### config.mk
export PLATFORM = sky130hd
export DESIGN_NAME = uart_tx_fifo
export DESIGN_NICKNAME = d
export VERILOG_FILES = /design/src/rtl/uart_tx_fifo.sv
export SDC_FILE = /design/constraint.sdc
export NUM_CORES = 1
export LEC_CHECK = 0
export ABC_AREA = 0
export BUFFER_PORTS_ARGS = -buffer_cell sky130_fd_sc_hd__buf_2
export CORE_UTILIZATION = 44
export CTS_CLUSTER_DIAMETER = 50
export DETAILED_ROUTE_END_ITERATION = 12
export SLEW_MARGIN = 0
export SYNTH_ARGS = -nofsm -noshare
export SYNTH_HDL_FRONTEND = slang
export SYNTH_SLANG_ARGS = --single-unit
### constraint.sdc
create_clock -name i_CLK -period 3.45 [get_ports i_CLK]
set_input_delay 0.69 -clock i_CLK [delete_from_list [all_inputs] [get_ports i_CLK]]
set_output_delay 0.69 -clock i_CLK [all_outputs]
set_load 0.005 [all_outputs]
### src/rtl/uart_tx_fifo.sv
// 8N1 UART transmitter fed by a small circular FIFO.
// Frames go out back-to-back while bytes are queued.
module uart_tx_fifo #(
    parameter int c_CYCLES_PER_BIT = 217,
    parameter int c_FIFO_ADDR_W    = 2
) (
    input  logic                     i_CLK,
    input  logic                     i_RESET,
    input  logic                     i_TX_DV,
    input  logic [7:0]               i_DATA_TX,
    output logic                     o_TX_READY,
    output logic                     o_SERIAL_DATA,
    output logic                     o_TX_ACTIVE,
    output logic                     o_TX_DONE,
    output logic [c_FIFO_ADDR_W:0]   o_FIFO_COUNT
);
    localparam int DEPTH = 1 << c_FIFO_ADDR_W;
    localparam int CNTW  = c_FIFO_ADDR_W + 1;
    localparam int CW    = (c_CYCLES_PER_BIT > 1) ? $clog2(c_CYCLES_PER_BIT) : 1;
    localparam logic [CW-1:0]   LAST = CW'(c_CYCLES_PER_BIT - 1);
    localparam logic [CNTW-1:0] FULL = CNTW'(DEPTH);

    typedef enum logic [1:0] {
        IDLE  = 2'd0,
        START = 2'd1,
        DATA  = 2'd2,
        STOP  = 2'd3
    } state_t;

    state_t state, state_n;

    logic [7:0]               mem [DEPTH];
    logic [c_FIFO_ADDR_W-1:0] wr_ptr, rd_ptr;
    logic [CNTW-1:0]          count;
    logic [CW-1:0]            cyc, cyc_n;
    logic [2:0]               bit_idx, bit_n;
    logic [7:0]               shift, shift_n;
    logic                     line_n;
    logic                     push, pop, last;

    assign o_TX_READY   = (count != FULL);
    assign o_FIFO_COUNT = count;
    assign o_TX_ACTIVE  = (state != IDLE);
    assign push         = i_TX_DV & o_TX_READY;
    assign last         = (cyc == LAST);

    always_comb begin
        state_n   = state;
        cyc_n     = cyc;
        bit_n     = bit_idx;
        shift_n   = shift;
        pop       = 1'b0;
        o_TX_DONE = 1'b0;
        case (state)
            IDLE: begin
                if (count != '0) begin
                    pop     = 1'b1;
                    shift_n = mem[rd_ptr];
                    cyc_n   = '0;
                    bit_n   = '0;
                    state_n = START;
                end
            end
            START: begin
                cyc_n = last ? '0 : cyc + 1'b1;
                if (last) begin
                    bit_n   = '0;
                    state_n = DATA;
                end
            end
            DATA: begin
                cyc_n = last ? '0 : cyc + 1'b1;
                if (last) begin
                    if (bit_idx == 3'd7) state_n = STOP;
                    else                 bit_n   = bit_idx + 1'b1;
                end
            end
            STOP: begin
                cyc_n = last ? '0 : cyc + 1'b1;
                if (last) begin
                    o_TX_DONE = 1'b1;
                    // Zero-gap chaining: pop the next byte straight into START.
                    if (count != '0) begin
                        pop     = 1'b1;
                        shift_n = mem[rd_ptr];
                        bit_n   = '0;
                        state_n = START;
                    end else begin
                        state_n = IDLE;
                    end
                end
            end
            default: state_n = IDLE;
        endcase

        case (state_n)
            START:   line_n = 1'b0;
            DATA:    line_n = shift_n[bit_n];
            default: line_n = 1'b1;
        endcase
    end

    always_ff @(posedge i_CLK) begin
        if (i_RESET) begin
            state         <= IDLE;
            cyc           <= '0;
            bit_idx       <= '0;
            shift         <= '0;
            wr_ptr        <= '0;
            rd_ptr        <= '0;
            count         <= '0;
            o_SERIAL_DATA <= 1'b1;
        end else begin
            state         <= state_n;
            cyc           <= cyc_n;
            bit_idx       <= bit_n;
            shift         <= shift_n;
            o_SERIAL_DATA <= line_n;
            if (push) wr_ptr <= wr_ptr + 1'b1;
            if (pop)  rd_ptr <= rd_ptr + 1'b1;
            case ({push, pop})
                2'b10:   count <= count + 1'b1;
                2'b01:   count <= count - 1'b1;
                default: count <= count;
            endcase
        end
    end

    always_ff @(posedge i_CLK) begin
        if (push) mem[wr_ptr] <= i_DATA_TX;
    end

endmodule

# [Word level (Yosys, flattened, before mapping)]
# Memory sizes are Yosys's and may differ from the RTL's. A register that Yosys moved wholly into a read port is not among the register bits.
# Cells that the tools add are included.
[classes] n_bitwise=1 reduce_logical=5 mux=32 order_cmp=1 addsub=6 eq_ne=11
[ops] op="$mux 8" count=4
[ops] op="$pmux 8 s2" count=2
[ops] op="$mux 3" count=5
[ops] op="$mux 2" count=7
[ops] op="$pmux 3 s4" count=1
[ops] op="$add 8x1->8 const B" count=1
[ops] op="$eq 2x2->1 const B" count=4
[ops] op="$eq 8x8->1 const B" count=1
[ops] op="$mux 1" count=8
[ops] op="$pmux 2 s4" count=1
[ops] op="$add 3x1->3 const B" count=2
[ops] op="$eq 2x1->1 const B" count=3
[ops] op="$pmux 3 s2" count=1
[ops] op="$add 2x1->2 const B" count=2
[ops] op="$lt 3x4->1 const B" count=1
[ops] op="$pmux 1 s2" count=2
[ops] op="$reduce_bool 2->1" count=2
[ops] op="$bmux 1 s3" count=1
[ops] op="$eq 3x3->1 const B" count=1
[ops] op="$ne 3x3->1 const B" count=1
[ops] op="$reduce_bool 3->1" count=1
[ops] op="$reduce_or 3->1" count=1
[ops] op="$sub 3x1->3 const B" count=1
[ops] op="$logic_not 2->1" count=1
[ops] op="2 further kinds" count=2
[word_totals] out_inout_bits=7 input_bits=11 regBits=29 n_memories=1 wordCells=65 mem_bits_rw=32
[mem_list] name="mem" depth=4 word_bits=8 read_ports=1 rd_ports_with_merged_regs=1 wr=1 line="32" text="logic [7:0] mem [DEPTH];"

# [Logic depth before layout (Yosys ltp)]
[depth] ltp_word=7 mapped_depth=13 depth_no_buf=11

# [Worst setup path before layout]
# OpenSTA, ideal clock, no wires.
[synth_path] path_kind="reg2reg" start="reg cyc[0]" end="reg count[2], in the netlist o_FIFO_COUNT[2]" path_buffers=2 setup_ns=0.071 path_stages_with_launch=14 synth_period_minus_slack_ns=2.537 setup_slack_ns=0.913 arrival_time_ns=2.467 t_required_ns=3.379 cell_sequence="dfxtp_1 > inv_1 > ha_1 > and4b_1 > buf_2 > a31o_1 > and2_1 > buf_2 > ha_1 > inv_1 > fa_1 > xor2_1 > or3_1 > a21oi_1"
[synth_between] elab_chain_cells=5 elab_cells_between_ends=7 classes_between="eq/ne: 3; mux: 3; reduce/logical: 1"
[synth_lines] element="start: declaration" line="35" text="logic [CW-1:0] cyc, cyc_n;"
[synth_lines] element="start signal: assignment" line="115" text="cyc <= cyc_n;"
[synth_lines] element="$eq 8x8->1 (*)" line="45" text="assign last = (cyc == LAST);"
[synth_lines] element="$mux 1 (*)" line="80" text="if (last) begin"
[synth_lines] element="$pmux 1 s2 (*)" line="54" text="case (state)"
[synth_lines] element="named net pop" line="39" text="logic push, pop, last;"
[synth_lines] element="$eq 2x1->1 or $eq 2x2->1 (tied branches)" line="121" text="case ({push, pop})"
[synth_lines] element="$pmux 3 s2 or $reduce_bool 2->1 (tied branches)"
[synth_lines] element="end signal: assignment" line="122" text="2'b10: count <= count + 1'b1;"
[synth_lines] element="end signal: assignment" line="123" text="2'b01: count <= count - 1'b1;"
[synth_lines] element="end signal: assignment" line="124" text="default: count <= count;"
[synth_lines] element="end: declaration" line="34" text="logic [CNTW-1:0] count;"
# Mark *: on every way through the listed nets, which the timed path passes. The rest lies on a longest branch.
# A chain may end at the register's enable or synchronous reset.

# [Worst setup path after layout]
[layout_path] start="reg cyc[0]" end="reg count[2], in the netlist o_FIFO_COUNT[2]"
[layout_between] elab_chain_cells=5 elab_cells_between_ends=7 classes_between="eq/ne: 3; mux: 3; reduce/logical: 1"
[layout_lines] element="$eq 8x8->1 (*)" line="45"
[layout_lines] element="$mux 1 (*)" line="80"
[layout_lines] element="$pmux 1 s2 (*)" line="54"
[layout_lines] element="$eq 2x1->1 or $eq 2x2->1 (tied branches)" line="121"
[layout_lines] element="$pmux 3 s2 or $reduce_bool 2->1 (tied branches)"
# Every way passes the cells marked *; elsewhere a longest branch is shown, timed or not.

==> impl_metrics.json <==
{
  "postSynthAreaPerCell_um2": 11.58,
  "setup_viol": 0,
  "synth_edf_count": 32,
  "cap_violations": 0,
  "drtIter0Drc": 121,
  "grt_pass1_vias": 1981,
  "clk_pin_slew_ns": 0.07,
  "fin_nets": 303,
  "cts_hold_buffers": 0,
  "grt_pass1_wl_mm": 9.501,
  "track_usage_pct": 17.72,
  "areaGrowthSynthToFinish_pct": 13.37,
  "antenna_found_initial": 0,
  "p_switching_uw": 859.7,
  "wl_per_cell_um": 15.42,
  "power.density_mw_per_mm2": 782.6,
  "firstDrtPassIters": 8,
  "die_w_um": 84.25,
  "vdd_ir_drop_max_uv": 447.4,
  "pwr-share-comb_pct": 32.1,
  "synthArstFlopShare_pct": 0,
  "multiInputGateArea_mm2": 0.001276,
  "status": "complete, but fails checks",
  "ys.flop_type": "edfxtp_1",
  "place_hpwl_mm": 3.960,
  "ys_ff_latch": 63,
  "p_clk_share_pct": 30.0,
  "rows": 29,
  "cts_max_level": 3,
  "ys_seq_area_share_pct": 53.13,
  "cts_setup_buffers": 0,
  "fillCellCount": 575,
  "ys_warn_count": 0,
  "final.period_utilization_pct": 76.88,
  "leakage_nw": 1.244,
  "report.final.slew_viol_count": 0,
  "clk_path_buf_depth": 2,
  "path_class": "reg2reg",
  "worstPathRequired_ns": 3.71,
  "intPower_mw": 1.781,
  "critPathArrivalTime_ns": 2.91,
  "worstSetupEndpointType": "flip-flop",
  "rsz0062_at_grt": "no",
  "root_buffer": "clkbuf_8",
  "synth_area_mm2": 0.002977,
  "syn_nets": 282,
  "swShare_pct": 32.55,
  "n_antenna_cell": 0,
  "final_util_pct": 52.54,
  "final_common_cell": "edfxtp_1",
  "seq_area_mm2": 0.001582,
  "die_h_um": 84.25,
  "grt_max_degree": 24,
  "num_io_pins": 18,
  "routed_wl_mm": 5.552,
  "overflow": 0,
  "tns_ns": 0,
  "route.antenna.remaining_nets": 0,
  "finalHoldViolCount": 0,
  "cts_tree": "built",
  "startpoint_type": "flip-flop",
  "dieArea_mm2": 0.007098,
  "ys_types": 53,
  "start_util_pct": 46.35,
  "violations": "design-rule violations",
  "ctsResizeCount": 0,
  "worst-path-max-fanout": 8,
  "numClockSinks": 63,
  "dr_total_vias": 1980,
  "worst_clock_skew_ns": 0.007068,
  "fin_crit_ns": 2.652,
  "min_path_type": "reg2reg",
  "coreArea_mm2": 0.006422,
  "drive_gt1_share_pct": 17.31,
  "drcViolationCount": 4,
  "worstSkewPairLatency_ns": 0.33,
  "synth_cells": 257,
  "max_slew_margin_pct": 61.74,
  "fmax_ghz": 0.3770,
  "max_slew.worst_pin.slew_ns": 0.5665,
  "seqPwrFrac_pct": 38.0,
  "cts_buffers": 9,
  "final_cell_mix": "edfxtp_1, dfxtp_1, nor2_1, inv_1, buf_2",
  "port-buffer-count": 17,
  "globalplace.congestion": 0.7748,
  "vias_per_cell": 5.500
}
## through the flow
stage	worst slack, ns	cell area [µm²]	instances	power, mW	hold slack (ns)
floorplan	0.9128	2977	257	1.652	0.4692
global route	0.6195	3374	360	2.833	0.5573
detailed placement	0.7821	3122	344	1.874	0.4977
CTS	0.7649	3374	360	2.677	0.5141
global placement	0.8418	3122	344	1.861	0.4932
finish	0.7975	3374	360	2.641	0.5107
## cell families (layout without fill, tap and decap cells)
group / Yosys count / after routing / share of synthesized area (%)
simple gates: 83 / 83 / 14.25
flops: 63 / 63 / 53.13
mux: 10 / 10 / 6.725
fa+ha+maj: 14 / 14 / 6.137
buf+inv: 28 / 54 / 3.993
compound gates: 47 / 47 / 12.23
xor+xnor: 12 / 12 / 3.531
## flip-flops by register name, indices dropped and copies added (netlist names), named ones only
register and count:
bit_idx 3, cyc 8, mem 32, o_FIFO_COUNT 3
o_SERIAL_DATA 1, rd_ptr 2, shift 8, state 2
wr_ptr 2
## per-layer routing
layer  track usage (%)  vias up  part of all wire, %
li1                  -      981                    -
met3             5.113        5                  2.9
met2             28.91       25                   49
met4             7.837        0                  1.3
met1             21.95      969                   47
met5                 0        -                    0
## cell usage after synthesis, types with 3 or more instances
master,number,share of area [%]
a2111o_1,3,1.1
a21oi_1,9,1.5
a22o_1,4,1.2
and2_1,3,0.63
and3_1,7,1.5
clkbuf_1,4,0.50
dfxtp_1,31,21
edfxtp_1,32,32
ha_1,13,5.5
inv_1,20,2.5
mux4_2,8,6.1
nand2_1,13,1.6
nand3_1,4,0.67
nand4_1,3,0.63
nor2_1,29,3.7
nor2b_1,8,1.7
nor3_1,3,0.50
o21ai_0,3,0.50
xnor2_1,3,0.88
xor2_1,9,2.6
## critical path: stages (launching register included)
cell and delay (ns):
dfxtp_1 0.33, inv_1 0.08, ha_1 0.16, and4b_1 0.39
a31o_1 0.24, and2_1 0.18, ha_1 0.19, inv_1 0.06
fa_1 0.37, xor2_1 0.16, or3_1 0.30, a21oi_1 0.14
## area by class of cell
type                            count  share of cell area [%]
Multi-Input combinational cell    166                   37.82
Sequential cell                    63                   46.87
Clock inverter                      6                   3.411
Tap cell                           77                   2.855
Timing Repair Buffer               18                   2.744
Clock buffer                       10                   4.079
Inverter                           20                   2.225
## worst paths after layout
path / from / end / slack [ns] / depth (start not counted)
max: cyc[0]$_SDFFE_PP0P_ / o_FIFO_COUNT[2]$_SDFFE_PP0P_ / 0.80 / 11
min: shift[2]$_SDFF_PP0_ / shift[2]$_SDFF_PP0_ / 0.51 / 2
max reg2reg: cyc[0]$_SDFFE_PP0P_ / o_FIFO_COUNT[2]$_SDFFE_PP0P_ / 0.80 / 11
min reg2reg: shift[2]$_SDFF_PP0_ / shift[2]$_SDFF_PP0_ / 0.51 / 2
## power by group through the flow
stage          clock network, mW  logic [mW]  registers, mW
2_1_floorplan                  0       0.671          0.982
3_3_place_gp                   0       0.843           1.02
3_5_place_dp                   0       0.851           1.02
4_1_cts                    0.814       0.856           1.01
5_1_grt                    0.845       0.966           1.02
6_report                   0.792       0.847           1.00
No activity file was read; power rests on OpenSTA's default activity.
